## config.mk

```make
export PLATFORM = sky130hd
export DESIGN_NAME = slave_serial_if
export DESIGN_NICKNAME = d
export VERILOG_FILES = /design/src/rtl/sif_pkg.sv /design/src/rtl/sif_shifter.sv /design/src/rtl/slave_serial_if.sv
export SDC_FILE = /design/constraint.sdc
export NUM_CORES = 1
export LEC_CHECK = 0
export CORE_MARGIN = 3
export CORE_UTILIZATION = 55
export DETAILED_ROUTE_END_ITERATION = 8
export GPL_TIMING_DRIVEN = 0
export PLACE_DENSITY = 0.8
export SYNTH_ARGS = -nofsm -noshare
export SYNTH_HDL_FRONTEND = slang
export SYNTH_HIERARCHICAL = 1
export SYNTH_SLANG_ARGS = --single-unit
```

## constraint.sdc

```tcl
create_clock -name clk -period 1.99 [get_ports clk]
set_clock_uncertainty 0.15 [all_clocks]
set_input_delay 0.199 -clock clk [delete_from_list [all_inputs] [get_ports clk]]
set_output_delay 0.199 -clock clk [all_outputs]
set_load 0.005 [all_outputs]
```

## src/rtl/sif_pkg.sv

```systemverilog
// Shared types and helpers for the slave serial front end:
// state encoding, bit-counter sizing and the read-latency range check.
package sif_pkg;

    typedef enum logic [2:0] {
        S_IDLE    = 3'd0,
        S_ADDR    = 3'd1,
        S_WDATA   = 3'd2,
        S_MEM_WR  = 3'd3,
        S_MEM_RD  = 3'd4,
        S_RD_WAIT = 3'd5,
        S_TX      = 3'd6
    } sif_state_t;

    localparam int SIF_RD_LAT_MIN = 1;
    localparam int SIF_RD_LAT_MAX = 4;

    // Counter must hold the value LEN (one past the last bit) without wrapping.
    function automatic int sif_cnt_width(input int a_len, input int d_len);
        return $clog2(((a_len > d_len) ? a_len : d_len) + 1);
    endfunction

    function automatic bit sif_rd_lat_ok(input int lat);
        return (lat >= SIF_RD_LAT_MIN) && (lat <= SIF_RD_LAT_MAX);
    endfunction

endpackage

```

## src/rtl/sif_shifter.sv

```systemverilog
// LSB-first shift register with a bit counter.
// load has priority; a shift on the same cycle as clr restarts the count at 1,
// so a bit captured on the entry cycle of a phase is counted correctly.
module sif_shifter #(
    parameter int W  = 8,
    parameter int CW = 4
) (
    input  logic         clk,
    input  logic         reset,
    input  logic         clr,
    input  logic         shift_en,
    input  logic         din,
    input  logic         load,
    input  logic [W-1:0] load_val,
    output logic [W-1:0] data,
    output logic         last,
    output logic         lsb
);

    logic [CW-1:0] cnt;

    // Shift/load the data register and track how many bits have moved.
    always_ff @(posedge clk or negedge reset) begin
        if (!reset) begin
            data <= '0;
            cnt  <= '0;
        end else if (load) begin
            data <= load_val;
            cnt  <= '0;
        end else if (shift_en) begin
            data <= {din, data[W-1:1]};
            cnt  <= clr ? CW'(1) : cnt + CW'(1);
        end else if (clr) begin
            cnt <= '0;
        end
    end

    assign last = (cnt == CW'(W - 1));
    assign lsb  = data[0];

endmodule

```

## src/rtl/slave_serial_if.sv

```systemverilog
// Slave-side serial front end: deserialises address/write data, issues one
// parallel RAM access, serialises read data back.
// Optional stall timeout with err output: define SLAVE_SIF_TIMEOUT_EN.
// Handshake: a serial bit moves from master to slave on a cycle where
// slave_ready and master_valid are both high; a tx bit moves from slave to
// master on a cycle where slave_valid and master_ready are both high.
module slave_serial_if
    import sif_pkg::*;
#(
    parameter int ADDR_LEN   = 12,
    parameter int DATA_LEN   = 8,
    parameter int RD_LATENCY = 1,
    parameter int TIMEOUT    = 15
) (
    input  logic                clk,
    input  logic                reset,
    input  logic                read_en,
    input  logic                write_en,
    input  logic                master_valid,
    input  logic                master_ready,
    input  logic                rx_address,
    input  logic                rx_data,
    output logic                slave_ready,
    output logic                slave_valid,
    output logic                tx_data,
    output logic                rx_done,
    output logic                slave_tx_done,
    output logic [ADDR_LEN-1:0] mem_addr,
    output logic [DATA_LEN-1:0] mem_wdata,
    output logic                mem_wen,
    output logic                mem_ren,
    input  logic [DATA_LEN-1:0] mem_rdata,
`ifdef SLAVE_SIF_TIMEOUT_EN
    output logic                err,
`endif
    output logic [2:0]          dbg_state
);

    localparam int CW = sif_cnt_width(ADDR_LEN, DATA_LEN);

    if (!sif_rd_lat_ok(RD_LATENCY)) begin : g_bad_rd_latency
        $error("slave_serial_if: RD_LATENCY must be 1..4");
    end

    sif_state_t state, next_state;

    logic                op_write;
    logic                accept;
    logic                addr_shift, data_shift, tx_shift, tx_load;
    logic [ADDR_LEN-1:0] addr_sh;
    logic [DATA_LEN-1:0] data_sh;
    logic                addr_last, data_last, tx_last, tx_bit;
    logic                addr_lsb_unused, data_lsb_unused;
    logic [DATA_LEN-1:0] tx_data_unused;
    logic [2:0]          wait_cnt;
    logic                timeout_hit;

    sif_shifter #(.W(ADDR_LEN), .CW(CW)) u_addr_rx (
        .clk(clk), .reset(reset), .clr(state != S_ADDR), .shift_en(addr_shift),
        .din(rx_address), .load(1'b0), .load_val('0),
        .data(addr_sh), .last(addr_last), .lsb(addr_lsb_unused)
    );

    sif_shifter #(.W(DATA_LEN), .CW(CW)) u_data_rx (
        .clk(clk), .reset(reset), .clr(state != S_WDATA), .shift_en(data_shift),
        .din(rx_data), .load(1'b0), .load_val('0),
        .data(data_sh), .last(data_last), .lsb(data_lsb_unused)
    );

    sif_shifter #(.W(DATA_LEN), .CW(CW)) u_data_tx (
        .clk(clk), .reset(reset), .clr(1'b0), .shift_en(tx_shift),
        .din(1'b0), .load(tx_load), .load_val(mem_rdata),
        .data(tx_data_unused), .last(tx_last), .lsb(tx_bit)
    );

`ifdef SLAVE_SIF_TIMEOUT_EN
    localparam int TW = $clog2(TIMEOUT + 1);
    logic [TW-1:0] to_cnt;
    logic          stalled;

    assign stalled = (((state == S_ADDR) || (state == S_WDATA)) && !master_valid)
                   || ((state == S_TX) && !master_ready);
    assign timeout_hit = stalled && (to_cnt == TW'(TIMEOUT - 1));
    assign err = timeout_hit;

    // Count consecutive stalled cycles; any handshake or state change clears it.
    always_ff @(posedge clk or negedge reset) begin
        if (!reset) begin
            to_cnt <= '0;
        end else if (stalled && !timeout_hit) begin
            to_cnt <= to_cnt + TW'(1);
        end else begin
            to_cnt <= '0;
        end
    end
`else
    localparam int TIMEOUT_UNUSED = TIMEOUT;
    assign timeout_hit = 1'b0;
`endif

    // State register.
    always_ff @(posedge clk or negedge reset) begin
        if (!reset) state <= S_IDLE;
        else        state <= next_state;
    end

    // Remember the operation chosen at acceptance; later enables are ignored.
    always_ff @(posedge clk or negedge reset) begin
        if (!reset)      op_write <= 1'b0;
        else if (accept) op_write <= write_en;
    end

    // Cycles spent waiting for RAM read data.
    always_ff @(posedge clk or negedge reset) begin
        if (!reset)                  wait_cnt <= '0;
        else if (state == S_RD_WAIT) wait_cnt <= wait_cnt + 3'd1;
        else                         wait_cnt <= '0;
    end

    // RAM address/data registers change only when the access is committed,
    // so they hold steady while the next transfer is shifting in.
    always_ff @(posedge clk or negedge reset) begin
        if (!reset) begin
            mem_addr  <= '0;
            mem_wdata <= '0;
        end else begin
            if (state == S_ADDR && master_valid && addr_last && !op_write)
                mem_addr <= {rx_address, addr_sh[ADDR_LEN-1:1]};
            if (state == S_WDATA && master_valid && data_last) begin
                mem_addr  <= addr_sh;
                mem_wdata <= {rx_data, data_sh[DATA_LEN-1:1]};
            end
        end
    end

    // Next-state and output decode.
    always_comb begin
        next_state    = state;
        accept        = 1'b0;
        addr_shift    = 1'b0;
        data_shift    = 1'b0;
        tx_shift      = 1'b0;
        tx_load       = 1'b0;
        slave_ready   = 1'b0;
        slave_valid   = 1'b0;
        tx_data       = 1'b0;
        rx_done       = 1'b0;
        slave_tx_done = 1'b0;
        mem_wen       = 1'b0;
        mem_ren       = 1'b0;
        unique case (state)
            S_IDLE: begin
                slave_ready = 1'b1;
                if (master_valid && (write_en || read_en)) begin
                    accept     = 1'b1;
                    addr_shift = 1'b1;
                    next_state = S_ADDR;
                end
            end
            S_ADDR: begin
                slave_ready = 1'b1;
                if (master_valid) begin
                    addr_shift = 1'b1;
                    if (addr_last) next_state = op_write ? S_WDATA : S_MEM_RD;
                end
            end
            S_WDATA: begin
                slave_ready = 1'b1;
                if (master_valid) begin
                    data_shift = 1'b1;
                    if (data_last) next_state = S_MEM_WR;
                end
            end
            S_MEM_WR: begin
                mem_wen    = 1'b1;
                rx_done    = 1'b1;
                next_state = S_IDLE;
            end
            S_MEM_RD: begin
                mem_ren    = 1'b1;
                next_state = S_RD_WAIT;
            end
            S_RD_WAIT: begin
                if (wait_cnt == 3'(RD_LATENCY - 1)) begin
                    tx_load    = 1'b1;
                    next_state = S_TX;
                end
            end
            S_TX: begin
                slave_valid = 1'b1;
                tx_data     = tx_bit;
                if (master_ready) begin
                    tx_shift = 1'b1;
                    if (tx_last) begin
                        slave_tx_done = 1'b1;
                        next_state    = S_IDLE;
                    end
                end
            end
            default: next_state = S_IDLE;
        endcase
        if (timeout_hit) next_state = S_IDLE;
    end

    assign dbg_state = state;

endmodule

```

==> run metrics <==
run status completed; number of buffers inserted during clock tree synthesis 9; transition at the pin with the smallest max-transition slack slightly above 800 ps; average cell area after synthesis between 10 and 15 um2; routed wire length ~7.4 mm; vias in the first global route ~2,600; final cycle utilization of the critical path between 90 and 100%; largest stage delay on the critical path 390 ps; number of max-capacitance violations reported 0; All-Layer GR Usage around 22%; total power density per cell area ~1000 nW/um2; capturing element type of the critical path register; setup repair after global routing missed its margin false; maximum number of buffers from clock root to sink 2; Final min period ~1900 ps; Clk pin slew, worst setup/hold paths approximately 70 ps; DRC errors left 0; Synth warnings 6; die extent in x 84.2 um; Data required, critical path 2070 ps; placement row count 27; count of placed standard cells including taps ~470; number of failing setup endpoints in the final timing report 0; worst-path fanout max 10; Final ANT Viol Nets 0; initial detailed-routing violation count ~150; maximum number of pins on one net before global-route repair 67; die span in y about 84 um; Pleak between 1.5 and 2 nW; Slowest cell on crit path sky130_fd_sc_hd__dfrtp_1; Post-Syn Instances around 320; global-route wire length before repair approximately 13 mm; Final Non-Filler Cells around 490; worst-case headroom to the max-slew limit between 40% and 50%; CTS sink cnt 66; Die Outline Area approximately 7000 um2; vias 2,666; top-level I/O count 46; ratio of routed vias to standard cells approximately 5.5; critical-path cell list buf_6, nand2b_1, buf_4, nor3_2, buf_6, buf_12, mux2i_1, o21ai_1; area inside the core boundary approximately 5700 um2; DP HPWL 4.90 mm; kind of start point of the critical path register; antenna fix cells 0; port buffer count 45; filler cell count around 400; maximum VDD drop about 710 uV; area of combinational cells with multiple inputs ~1600 um2; antenna violations before repair 0; critical path class reg2reg; Final Hold Viols 0; worst skew pair latency around 350 ps; summed instance area of the synthesized netlist about 3400 um2; Critical Path AT approximately 2000 ps; HP Class in2reg; CTS tree done; wire length per cell approximately 15 um; buffer cell driving the clock tree root sky130_fd_sc_hd__clkbuf_8; detailed-routing iteration count for the pre-antenna-repair pass 4; Max Slew Vio Count 0; cell repeated most along the worst path sky130_fd_sc_hd__buf_6; Reg area 1650 um2; growth of design area from synthesis to finish 29.5%; initial core utilization 58.9%; fraction of final layout cells sized beyond drive strength 1 between 10% and 20%; Congestion Overflow GR 0; net count of the finished layout 433; Max Freq 532 MHz; total number of H-tree levels 3; RePlAce Congestion around 0.86; total design power between 4 and 5 mW
## critical path, delay by kind of cell (launching register included)
family          cells  cell delay, ps
simple gates        2             310
compound gates      1              70
flops               1             390
mux                 1             220
buf+inv             4             610
## metal layers
metal	GRT usage [%]	share of wire [%]	routed length, um	vias up
li1	-	-	-	1292
met1	31.3	46	3410	1292
met2	33.5	47	3480	72
met3	5.20	5.1	379	10
met4	7.60	1.3	95	0
met5	0	0	0	-
## timing repair
item | CTS | global route
pin swaps | 1 | 0
setup endpoints to repair | 27 | 17
hold endpoints to repair | 66 | 0
resized for setup | 26 | 7
buffers inserted | 5 | 1
hold buffers | 1 | 0
## flip-flops by register name (all words and copies together) (netlist names)
name            cells
dbg_state           3
mem_addr           12
mem_wdata           8
op_write            1
u_addr_rx/cnt       4
u_addr_rx/data     12
u_data_rx/cnt       4
u_data_rx/data      7
u_data_tx/cnt       4
u_data_tx/data      8
wait_cnt            3
## through the flow
step                      setup TNS, ps  hold WS, ps  util (%)  setup WS, ps  instance area [um2]
final                                 0          249      76.3           109                 4350
after global routing                  0          251      76.3          12.4                 4350
after CTS                             0          231      76.0          19.3                 4340
after detailed placement          -4220          205      70.0          -343                 4000
after global placement          -112090          296      70.1         -1640                 4000
after floorplan                       0         -247         -           140                 3460
## placed cells by master, fill, tap and decap left out, types with 4 or more instances in the layout
cell type and instances:
sky130_fd_sc_hd__a31oi_1 12, sky130_fd_sc_hd__buf_2 7, sky130_fd_sc_hd__buf_4 11, sky130_fd_sc_hd__buf_6 7, sky130_fd_sc_hd__clkbuf_1 4, sky130_fd_sc_hd__clkbuf_8 11, sky130_fd_sc_hd__clkdlybuf4s50_1 37, sky130_fd_sc_hd__conb_1 27
sky130_fd_sc_hd__dfrtp_1 64, sky130_fd_sc_hd__dlygate4sd2_1 6, sky130_fd_sc_hd__ha_1 5, sky130_fd_sc_hd__inv_1 5, sky130_fd_sc_hd__mux2_4 7, sky130_fd_sc_hd__mux2i_1 30, sky130_fd_sc_hd__nand2_1 37, sky130_fd_sc_hd__nand3_1 14
sky130_fd_sc_hd__nor2_1 9, sky130_fd_sc_hd__nor2b_1 5, sky130_fd_sc_hd__nor3_1 17, sky130_fd_sc_hd__nor3_2 6, sky130_fd_sc_hd__o21ai_0 14, sky130_fd_sc_hd__o21ai_1 25, sky130_fd_sc_hd__xnor2_1 4, sky130_fd_sc_hd__xor2_1 6
## where the power goes
part / total [mW] / switching, mW / internal (mW)
registers: 1.73 / 0.182 / 1.55
clock network: 1.37 / 0.536 / 0.832
logic: 1.31 / 0.667 / 0.644
## worst paths after layout
path                              start                 to  slack, ps  depth (start not counted)
max in group asynchronous         reset       dbg_state[0]        790                          2
max reg2reg                dbg_state[2]  u_addr_rx/data[8]        110                          8
min in group asynchronous         reset   u_addr_rx/cnt[2]        340                          2
min                        mem_rdata[3]  u_data_tx/data[3]        250                          3
max                        dbg_state[2]  u_addr_rx/data[8]        110                          8
min reg2reg                 wait_cnt[0]        wait_cnt[0]        320                          1
## cell type report
class	instances	area share, %
sequential	66	38.0
multi-input combinational	251	37.7
timing repair buffer	52	11.3
buffer	25	4.68
clock buffer	9	2.84
clock inverter	7	2.70
tap	72	2.07
inverter	7	0.661
No activity file was read; power rests on OpenSTA's default activity.
